File: src/rtl/crossing_pkg.sv
// Shared widths and helpers for the crossing-count frequency estimator.
package crossing_pkg;

    localparam int DATA_W_DFLT = 16;
    localparam int CNT_W_DFLT  = 16;

    // Increment v, but stick at the all-ones value of a w-bit counter.
    function automatic logic [31:0] sat_inc(
        input logic [31:0] v,
        input int unsigned w
    );
        logic [31:0] max_v;
        max_v = (w >= 32) ? 32'hFFFF_FFFF : ((32'h1 << w) - 32'h1);
        return (v >= max_v) ? max_v : v + 32'h1;
    endfunction

endpackage

File: src/rtl/crossing_freq_est_if.sv
// Sample/result bundle between the host and the crossing frequency estimator.
interface crossing_freq_est_if #(
    parameter int DATA_W = 16,
    parameter int CNT_W  = 16
);
    logic signed [DATA_W-1:0] x;
    logic signed [DATA_W-1:0] threshold;
    logic                     peak_v;
    logic                     est_v;
    logic signed [DATA_W-1:0] peak;
    logic                     peak_vout;
    logic [CNT_W-1:0]         count;
    logic                     count_vout;

    modport master (
        output x, threshold, peak_v, est_v,
        input  peak, peak_vout, count, count_vout
    );

    modport slave (
        input  x, threshold, peak_v, est_v,
        output peak, peak_vout, count, count_vout
    );
endinterface

File: src/rtl/freq_count.sv
// Counts upward threshold crossings between consecutive valid samples.
module freq_count
    import crossing_pkg::*;
#(
    parameter int DATA_W = 16,
    parameter int CNT_W  = 16
) (
    input  logic                     clk,
    input  logic                     rst,
    input  logic signed [DATA_W-1:0] x,
    input  logic signed [DATA_W-1:0] threshold,
    input  logic                     valid,
    output logic [CNT_W-1:0]         count,
    output logic                     vout
);
    logic                     have_prev;
    logic signed [DATA_W-1:0] x_prev;
    logic                     up_cross;

    assign up_cross = (x_prev < threshold) && (x >= threshold);

    // have_prev doubles as the registered valid for burst edges.
    always_ff @(posedge clk) begin
        if (rst) begin
            have_prev <= 1'b0;
            x_prev    <= '0;
            count     <= '0;
            vout      <= 1'b0;
        end else begin
            have_prev <= valid;
            vout      <= have_prev & ~valid;
            if (valid) begin
                x_prev <= x;
                if (!have_prev)
                    count <= '0;
                else if (up_cross)
                    count <= CNT_W'(sat_inc(32'(count), CNT_W));
            end
        end
    end
endmodule

File: src/rtl/peak_find.sv
// Running signed maximum over each valid burst, with a burst-end pulse.
module peak_find #(
    parameter int DATA_W = 16
) (
    input  logic                     clk,
    input  logic                     rst,
    input  logic signed [DATA_W-1:0] x,
    input  logic                     valid,
    output logic signed [DATA_W-1:0] peak,
    output logic                     vout
);
    logic v_q;

    always_ff @(posedge clk) begin
        if (rst) begin
            v_q  <= 1'b0;
            vout <= 1'b0;
            peak <= '0;
        end else begin
            v_q  <= valid;
            vout <= v_q & ~valid;
            // First sample of a burst always loads, even if below the old peak.
            if (valid && (!v_q || x > peak))
                peak <= x;
        end
    end
endmodule

File: src/rtl/crossing_freq_est.sv
// Peak detector plus crossing counter; the two paths run independently.
module crossing_freq_est
    import crossing_pkg::*;
#(
    parameter int DATA_W = DATA_W_DFLT,
    parameter int CNT_W  = CNT_W_DFLT
) (
    input logic          clk,
    input logic          rst,
    crossing_freq_est_if.slave bus
);
    peak_find #(
        .DATA_W (DATA_W)
    ) u_peak (
        .clk   (clk),
        .rst   (rst),
        .x     (bus.x),
        .valid (bus.peak_v),
        .peak  (bus.peak),
        .vout  (bus.peak_vout)
    );

    freq_count #(
        .DATA_W (DATA_W),
        .CNT_W  (CNT_W)
    ) u_cnt (
        .clk       (clk),
        .rst       (rst),
        .x         (bus.x),
        .threshold (bus.threshold),
        .valid     (bus.est_v),
        .count     (bus.count),
        .vout      (bus.count_vout)
    );
endmodule

File: src/flat_wrapper.sv
// flat-port wrapper written by rule: the top's interface ports become plain ports
module crossing_freq_est_flat import crossing_pkg::*;
#(
    parameter int DATA_W = DATA_W_DFLT,
    parameter int CNT_W  = CNT_W_DFLT
)
  (clk, rst, bus_x, bus_threshold, bus_peak_v, bus_est_v, bus_peak, bus_peak_vout, bus_count, bus_count_vout);
  crossing_freq_est_if #(.DATA_W(DATA_W), .CNT_W(CNT_W)) bus_i ();
  input logic clk;
  input logic rst;
  input wire logic [$bits(bus_i.x)-1:0] bus_x;
  input wire logic [$bits(bus_i.threshold)-1:0] bus_threshold;
  input wire logic [$bits(bus_i.peak_v)-1:0] bus_peak_v;
  input wire logic [$bits(bus_i.est_v)-1:0] bus_est_v;
  output wire logic [$bits(bus_i.peak)-1:0] bus_peak;
  output wire logic [$bits(bus_i.peak_vout)-1:0] bus_peak_vout;
  output wire logic [$bits(bus_i.count)-1:0] bus_count;
  output wire logic [$bits(bus_i.count_vout)-1:0] bus_count_vout;
  assign bus_i.x = bus_x;
  assign bus_i.threshold = bus_threshold;
  assign bus_i.peak_v = bus_peak_v;
  assign bus_i.est_v = bus_est_v;
  assign bus_peak = bus_i.peak;
  assign bus_peak_vout = bus_i.peak_vout;
  assign bus_count = bus_i.count;
  assign bus_count_vout = bus_i.count_vout;
  crossing_freq_est #(.DATA_W(DATA_W), .CNT_W(CNT_W)) u_core (.clk(clk), .rst(rst), .bus(bus_i));
endmodule
File: config.mk
export PLATFORM = sky130hd
export DESIGN_NAME = crossing_freq_est_flat
export DESIGN_NICKNAME = d
export VERILOG_FILES = /design/src/rtl/crossing_pkg.sv /design/src/rtl/crossing_freq_est_if.sv /design/src/rtl/freq_count.sv /design/src/rtl/peak_find.sv /design/src/rtl/crossing_freq_est.sv /design/src/flat_wrapper.sv
export SDC_FILE = /design/constraint.sdc
export NUM_CORES = 1
export LEC_CHECK = 0
export BUFFER_PORTS_ARGS = -buffer_cell sky130_fd_sc_hd__buf_2
export CAP_MARGIN = 20
export CORE_MARGIN = 4
export CORE_UTILIZATION = 45
export DETAILED_ROUTE_END_ITERATION = 6
export PLACE_DENSITY = 0.68
export RECOVER_POWER = 25
export SETUP_SLACK_MARGIN = 0.3
export SLEW_MARGIN = 20
export SYNTH_ARGS = -nofsm -noshare
export SYNTH_HDL_FRONTEND = slang
export SYNTH_SLANG_ARGS = --single-unit
File: constraint.sdc
create_clock -name clk -period 4.9 [get_ports clk]
set_clock_uncertainty 0.15 [all_clocks]
set_input_delay 0.735 -clock clk [delete_from_list [all_inputs] [get_ports clk]]
set_output_delay 0.735 -clock clk [all_outputs]
set_load 0.03 [all_outputs]
# --- Word level (Yosys, flattened, before mapping) ---
# Index checks and enable logic that the tools add are counted.
# Widths: inputs -> output; s select.
classes:
  n_addsub: 1
  n_mul: 0
  n_div: 0
  magnitude_cmp: 4
  eq_ne: 1
  shifts: 0
  n_mux: 3
  n_bitwise: 4
  reduce_logical: 5
ops:
  columns: ["cell", "count"]
  rows:
  - ["$mux 16", 3]
  - ["$add 16x1->16 const B", 1]
  - ["$ge 16x16->1", 1]
  - ["$ge 16x16->1 const B", 1]
  - ["$gt 16x16->1", 1]
  - ["$lt 16x16->1", 1]
  - ["$and 1x1->1", 2]
  - ["$logic_and 1x1->1", 2]
  - ["$ne 2x1->1 const B", 1]
  - ["$not 1->1", 2]
  - ["$reduce_and 2->1", 1]
  - ["$logic_not 1->1", 1]
  - ["$logic_or 1x1->1", 1]
totals:
  ff_bits: 52
  latch_bits: 0
  ram_bits: 0
  romBits: 0
  in_bits: 36
  output_inout_bits: 34
  word_cells: 25
  mem_count: 0

# --- Logic depth before layout (Yosys ltp) ---
# Gate-level depths: netlist (run 1).
depth:
  depth_word: 4
  ltp_mapped: 10
  depth_no_buf: 9

# --- Modules after synthesis ---
# Synthesis (run 1) repeated with hierarchy kept, for this count alone.
unflattened:
  cells_unflattened: 362
  area_unflattened_um2: 3295.7
by_module_without_submodules:
  columns: ["mod", "instances", "cells_each", "area_each_um2", "seq_area_each_um2"]
  rows:
  - ["freq_count", 1, 255, 2247.2, 680.7]
  - ["peak_find", 1, 107, 1048.5, 360.3]

# --- Worst setup path after synthesis (run 1) ---
# OpenSTA, ideal clock, no wires.
synth_timing:
  kind: "in2reg"
  start: "in bus_threshold[15]"
  end: "reg u_core.u_cnt.count[10]"
  setup_time_ns: 0.088
  arrival_ns: 2.709
  t_required_ns: 4.662
  slack_ns: 1.953
  stages: 10
  n_path_buf: 1
  cell_sequence: "inv_1 -> ha_1 -> and4_1 -> nand2_1 -> o41a_1 -> and4_4 -> o2111a_2 -> and2_4 -> buf_6 -> a311oi_2"
synth_via:
  elab_chain_cells: 4
  word_cells_on_any_way: 5
  classes_between: "order compare: 2; eq/ne: 1; reduce/logical: 2"
synth_rtl:
  columns: ["item", "line_no", "text"]
  rows:
  - ["start, declared", "flat_wrapper.sv:12", "input wire logic [$bits(bus_i.threshold)-1:0] bus_threshold;"]
  - ["$lt 16x16->1 / $ge 16x16->1 (equally long branches)", "freq_count.sv:20", "assign up_cross = (x_prev < threshold) && (x >= threshold);"]
  - ["$logic_and 1x1->1 *", "freq_count.sv:20", null]
  - ["$ne 2x1->1 (no source line) *", null, null]
  - ["$reduce_and 2->1 (no source line) *", null, null]
  - ["end signal, assigned", "freq_count.sv:37", "count <= CNT_W'(sat_inc(32'(count), CNT_W));"]
  - ["end, declared", "freq_count.sv:13", "output logic [CNT_W-1:0] count,"]
# Mark *: on every way between the ends. The rest lies on a longest branch, timed or not.
# A chain may end at the register's enable or synchronous reset.

# --- Worst setup path in the final report (run 1) ---
# Ends and elaborated chain as after synthesis.

==> run metrics, run 1 <==
outcome finished with violations; failing checks capacitance limit, slew limit; CP required 4.94 ns; family with the most delay on the worst path compound AO/OA/AOI/OAI gates; Area growth syn-to-layout 15.8%; crit path from bus_threshold[15]; r2r startpoint u_core.u_cnt.x_prev[15]; Die Width roughly 95 um; die area 9030 um^2; 1st-pass router iterations 5; setup_tns 0 ns; Tmin final 3.05 ns; min-delay src u_core.u_cnt.have_prev; critical path class input pin to flip-flop; Critical Path Sink Type flip-flop; Register-to-Register Path Depth 8; synthesized instance count 388; critical path depth 10; sequential-to-total area share from yosys stat 30.5%; TritonCTS buffer count 5; Clock H-tree levels 2; vias per cell 5.57; # hold bufs at CTS 0; Vias between 3000 and 4000; worst hold stages 2; IO Count 70; residual DRC count 0; clock-pin slew on the worst setup and hold paths 0.12 ns; dpl cells 541; post-CTS resize count 0; YS warnings 0; Die Ht 95.0 um; Yosys cell types 45; CTS Sinks 52; fin crit share between 60% and 70%; leak pwr roughly 1.9 nW; Critical Path AT 3.09 ns; synthesized flop and latch total 52; Final Setup Violations 0; Worst-Margin Slew 1.82 ns; RD Place Congestion 0.831; non-filler instance count after layout about 550; dpl ws 1.52 ns; port bufs 69; setup bufs post-CTS 0; fmax 327 MHz; Cell Area, Placed 3810 um^2; number of global-route vias before repair 2982; initial antenna violation count 0; clk_lat worst skew between 0.3 and 0.4 ns; GR Util All Layers 18.2%; 1st-iter DRT viols 109; post-synth top area cell dfxtp_1; Mapped Nets 472; post-DR wirelength/cell 14.7 um; Hold Slack 0.321 ns; routed wire length 8080 um; Tot Pwr 1.05 mW; Peak VDD IR 0.000124 V; Worst Path Buf+Inv 2; Cell Area, Synth 3410 um^2; final hold vios 0; CP startpoint kind input pin; nets 533; max_cap viols 1; remaining antenna violation count 0; Core Footprint around 7300 um^2; worst-path cell chain buf_2, inv_1, ha_1, and4_1, nand2_1, o41a_1, a31oi_1, o2111a_2, and2_4, a311oi_2; Rel. slew slack -21.2%; Initial Util 46.7%; first-pass GRT wire length approximately 13000 um; share of flip-flops with an asynchronous set or reset 0%; # diodes 0; share of layout cells above drive strength 1 about 22%; grt ovf 0; final setup margin 1.85 ns; RSZ-0062 raised after global routing false; Core Util, Final between 50% and 60%; Post-Layout Inst Area 3950 um^2; Rows 31; dominant synthesized flop cell dfxtp_1; Synth top area share slightly above 30%; Post-synth EDFFs 0; largest net degree at the start of global routing 40; Max stage delay on crit path 0.51 ns; slowest stage cell, crit path o2111a_2; HP Class flip-flop to flip-flop; top cells by area, synth dfxtp_1 31%, ha_1 18%, a21oi_1 5.6%, mux2i_1 4.7%, a21bo_2 4.4%; clk buf depth 2; final slew viol count 40; Max Fanout on Critical Path 24; Synth Area per Inst 8.78 um^2; Detailed Place HPWL 6140 um; clock tree root buffer cell clkbuf_8; pwr dens 265 nW/um^2; CTS tree built
-- flip-flops by register name (all words and copies together), names as in the netlist --
name	cells
u_core.u_peak.vout	1
u_core.u_peak.v_q	1
u_core.u_cnt.vout	1
u_core.u_cnt.count	16
u_core.u_cnt.have_prev	1
u_core.u_cnt.x_prev	16
u_core.u_peak.peak	16
-- layout make-up --
| class | instances | area [um^2] |
|---|---|---|
| inverters | 34 | 128 |
| fillers | 709 | 3350 |
| repair buffers | 70 | 350 |
| multi-input cells | 286 | 2170 |
| clock buffers | 5 | 68.8 |
| well taps | 99 | 124 |
| flip-flops and latches | 52 | 1040 |
| clock inverters | 3 | 68.8 |
-- cells by family after synthesis --
kind of cell	after synthesis	share of synthesized area, %
and+or+nand+nor	121	19.1
muxes	16	4.70
adders and majority gates	48	17.6
DFF	52	30.5
AOI/OAI and AO/OA	101	22.1
buffers and inverters	50	5.98
-- cells in the final DEF, fill, tap and decap left out, types with 8 or more instances in the layout --
cell type,synthesis,routed
nor2_1,23,23
ha_1,48,48
a21o_1,8,8
nor2b_1,11,11
mux2i_1,16,16
and3_1,10,10
a21oi_1,38,38
nand2_1,16,16
nand3_1,30,30
buf_2,1,67
dfxtp_1,52,52
a21bo_2,15,15
inv_1,34,34
-- Yosys cell counts, types with 2 or more instances --
cell      count
clkbuf_1      9
nor3_1        3
a21oi_1      38
buf_6         2
mux2i_1      16
dfxtp_1      52
a21bo_2      15
nand2_1      16
o211ai_1      4
nor2b_1      11
a311oi_1      3
nand2b_1      8
buf_1         4
nand4_1       7
a211oi_1      4
a21o_1        8
nand3_1      30
and4_1        7
a31oi_1       4
o21ai_0       2
and3_1       10
ha_1         48
a41o_1        2
nor2_1       23
o21a_1        3
a31o_2        2
inv_1        34
a311oi_2      4
a41oi_1       3
-- worst paths after layout --
path	to	slack (ns)
worst max-delay path	u_core.u_cnt.count[10]	1.85
worst min-delay path	u_core.u_cnt.count[14]	0.32
worst max register to register	u_core.u_cnt.count[10]	2.09
worst min register to register	u_core.u_cnt.count[14]	0.32
-- worst reg2reg max path, delay by kind of cell (launching register included) --
kind / cells / cell delay (ns)
flops: 1 / 0.33
simple gates: 3 / 0.61
compound gates: 4 / 1.29
fa+ha+maj: 1 / 0.32
-- power breakdown --
group	internal [mW]	switching, mW	total (mW)
logic	0.0931	0.135	0.228
registers	0.443	0.0131	0.456
clock network	0.206	0.157	0.363
total	0.742	0.304	1.05
-- routing by layer --
metal / GRT usage, % / share of wire, %
met1: 22.2 / 47
met2: 32.2 / 48
met3: 3.08 / 4.1
met4: 6.01 / 1.7
met5: 0 / 0
Power figures use the tool's default switching activity.
==> run 2: changes to the inputs <==
--- a/config.mk
+++ b/config.mk
@@ -5,12 +5,13 @@
 export SDC_FILE = /design/constraint.sdc
 export NUM_CORES = 1
 export LEC_CHECK = 0
+export ABC_AREA = 1
 export BUFFER_PORTS_ARGS = -buffer_cell sky130_fd_sc_hd__buf_2
 export CAP_MARGIN = 20
 export CORE_MARGIN = 4
 export CORE_UTILIZATION = 45
 export DETAILED_ROUTE_END_ITERATION = 6
-export PLACE_DENSITY = 0.68
+export PLACE_DENSITY = 0.7
 export RECOVER_POWER = 25
 export SETUP_SLACK_MARGIN = 0.3
 export SLEW_MARGIN = 20
==> constraint.sdc (replaced) <==
create_clock -name clk -period 2.55 [get_ports clk]
set_clock_uncertainty 0.15 [all_clocks]
set_input_delay 0.3825 -clock clk [delete_from_list [all_inputs] [get_ports clk]]
set_output_delay 0.3825 -clock clk [all_outputs]
set_load 0.03 [all_outputs]
==> run metrics, run 2 <==
Clock H-tree levels 2; worst-path cell chain inv_1, ha_1, nand2_1, inv_1, nand3_2, a21oi_1, nor2_1, nand3_1, nand2_1, nand2_2, nand2_4, buf_12, nand3_1, nand2_1, nor2_1; Worst-Margin Slew 1.48 ns; Peak VDD IR 0.000269 V; Rows 32; crit-path most repeated cell nand2_1; vias per cell 5.22; clk_lat worst skew 0.31 ns; dominant synthesized flop cell dfxtp_1; CP startpoint kind flip-flop; clock-pin slew on the worst setup and hold paths 0.09 ns; Rel. slew slack 1.32%; min-delay src rst; share of layout cells above drive strength 1 20.3%; Final Setup Violations 0; Area growth syn-to-layout 23.0%; # diodes 0; Mapped Nets 613; remaining antenna violation count 0; final slew viol count 0; most frequent cells in the layout 102 x nand2_1, 73 x inv_1, 63 x buf_2, 50 x a21oi_1, 49 x nor2_1; Critical Path AT 2.23 ns; final hold vios 0; Synth top area share between 20% and 30%; reg2reg setup slack 0.36 ns; Tmin final 2.19 ns; Post-synth top cells 107 x nand2_1, 74 x inv_1, 53 x a21oi_1; initial antenna violation count 0; CTS Sinks 52; CTS tree built; outcome finished clean; Register-to-Register Path Depth 15; 1st-pass router iterations 5; Filler cells ~740; synthesized flop and latch total 52; Cell Area, Synth 3590 um^2; Critical R2R Capture u_core.u_peak.peak[9]; final setup margin 0.363 ns; TritonCTS buffer count 5; largest net degree at the start of global routing 34; Die Width 97.3 um; Core Footprint 7730 um^2; Max Fanout on Critical Path 5; routed wire length 9400 um; Max stage delay on crit path 0.35 ns; die area about 9500 um^2; RD Place Congestion just under 0.9; most frequent cell after synthesis nand2_1; fmax 457 MHz; Critical Path Sink Type flip-flop; CP required 2.60 ns; leak pwr 2.25 nW; share of flip-flops with an asynchronous set or reset 0%; critical path class flip-flop to flip-flop; Vias roughly 3700; worst hold stages 2; r2r startpoint u_core.u_peak.peak[14]; nets 683; clk buf depth 2; commonest non-fill, non-tap cell in the layout nand2_1; dpl ws between 0.015 and 0.02 ns; RSZ-0062 raised after global routing false; port bufs 69; biggest regs u_core.u_cnt.count (16), u_core.u_cnt.x_prev (16), u_core.u_peak.peak (16); sequential-to-total area share from yosys stat 29.0%; post-DR wirelength/cell around 13 um; slowest stage cell, crit path dfxtp_2; post-synth top area cell dfxtp_1; pwr dens 471 nW/um^2; area of the multi-input gates 2320 um^2; number of global-route vias before repair 3342; synthesized instance count 529; FF+latch area 1060 um^2; IO Count 70; HP Class input pin to flip-flop; Yosys cell types 28; YS warnings 0; GR Util All Layers 18.8%; max_cap viols 0; first-pass GRT wire length between 10000 and 15000 um; 1st-iter DRT viols ~140; Die Ht approximately 97 um; Post-synth EDFFs 0; setup_tns 0 ns; Detailed Place HPWL ~6900 um; grt ovf 0; clock tree root buffer cell clkbuf_8; Worst Hold End u_core.u_peak.v_q; Synth Area per Inst 6.78 um^2; Initial Util 46.4%; fin crit share a little under nine tenths; top cells by area, synth dfxtp_1 29%, ha_1 17%, nand2_1 11%, inv_1 7.7%, a21oi_1 7.4%; residual DRC count 0
-- run 2: cell count changes in the layout (fill, tap and decap cells not counted), sizes merged, moves of 8 or more --
cell,previous run,this run
nand2b,8,0
clkbuf,7,16
a21bo,15,0
buf,68,76
mux2i,16,0
nand3,30,48
nor2b,11,0
nand2,16,108
nor2,23,51
o21ai,2,39
and3,10,0
inv,35,74
and4,8,0
a21oi,38,53
-- run 2: cell families after synthesis --
kind of cell / after synthesis / synth area share, %
and+or+nand+nor: 228 / 28.0
AOI/OAI and AO/OA: 96 / 13.7
buffers and inverters: 96 / 10.4
DFF: 52 / 29.0
adders and majority gates: 48 / 16.7
xor gates and xnor gates: 9 / 2.20
-- run 2: how the worst max path moves through the flow --
stage | from | end | slack (ns) | depth (start not counted)
after floorplan | u_core.u_peak.peak[5] | u_core.u_peak.peak[9] | 0.37 | 15
after global routing | u_core.u_peak.peak[7] | u_core.u_peak.peak[9] | 0.23 | 15
after detailed placement | bus_threshold[15] | u_core.u_cnt.count[14] | 0.02 | 13
after CTS | u_core.u_cnt.x_prev[15] | u_core.u_cnt.count[15] | 0.32 | 11
final | u_core.u_peak.peak[14] | u_core.u_peak.peak[9] | 0.36 | 15
after global placement | bus_threshold[15] | u_core.u_cnt.count[15] | 0.06 | 14
-- run 2: power breakdown --
part	internal (mW)	total, mW	switching (mW)
logic	0.216	0.557	0.341
clock network	0.346	0.618	0.272
registers	0.863	0.905	0.0418
-- run 2: repair_timing --
action / 4_1_cts / 5_1_grt
endpoints found under the setup margin: 25 / 32
gates cloned: 0 / 2
setup buffers: 0 / 4
hold endpoints to repair: 0 / 0
hold buffers: 0 / 0
pin swaps: 0 / 9
gates resized for setup: 4 / 39
-- run 2: area by class of cell --
cell class	instances	area share, %
multi-input cells	381	52.5
flip-flops and latches	52	24.0
repair buffers	85	11.5
inverters	74	6.29
well taps	102	2.89
clock buffers	7	2.18
clock inverters	1	0.680
-- run 2: critical path, delay by kind of cell (launching register included) --
kind / cells / cell delay (ns)
adders and majority gates: 1 / 0.29
and+or+nand+nor: 10 / 1.00
buffers and inverters: 3 / 0.24
AOI/OAI and AO/OA: 1 / 0.05
DFF: 1 / 0.35
-- run 2: through the flow --
stage / hold slack (ns) / std cells / area [um^2] / total power, mW / utilization, %
final: 0.172 / 702 / 4420 / 2.08 / 57.1
after detailed placement: 0.284 / 688 / 4060 / 1.43 / 52.5
after global placement: 0.283 / 688 / 4060 / 1.41 / 52.5
after floorplan: 0.269 / 529 / 3590 / 1.27 / -
after global routing: 0.186 / 702 / 4420 / 2.22 / 57.1
after CTS: 0.115 / 696 / 4200 / 2.05 / 54.3
-- run 2: per-layer routing --
layer	track usage [%]	part of all wire (%)	up-vias
li1	-	-	1868
met1	24.3	45	1666
met2	30.4	46	121
met3	4.38	7.2	12
met4	7.24	1.8	0
met5	0	0	-
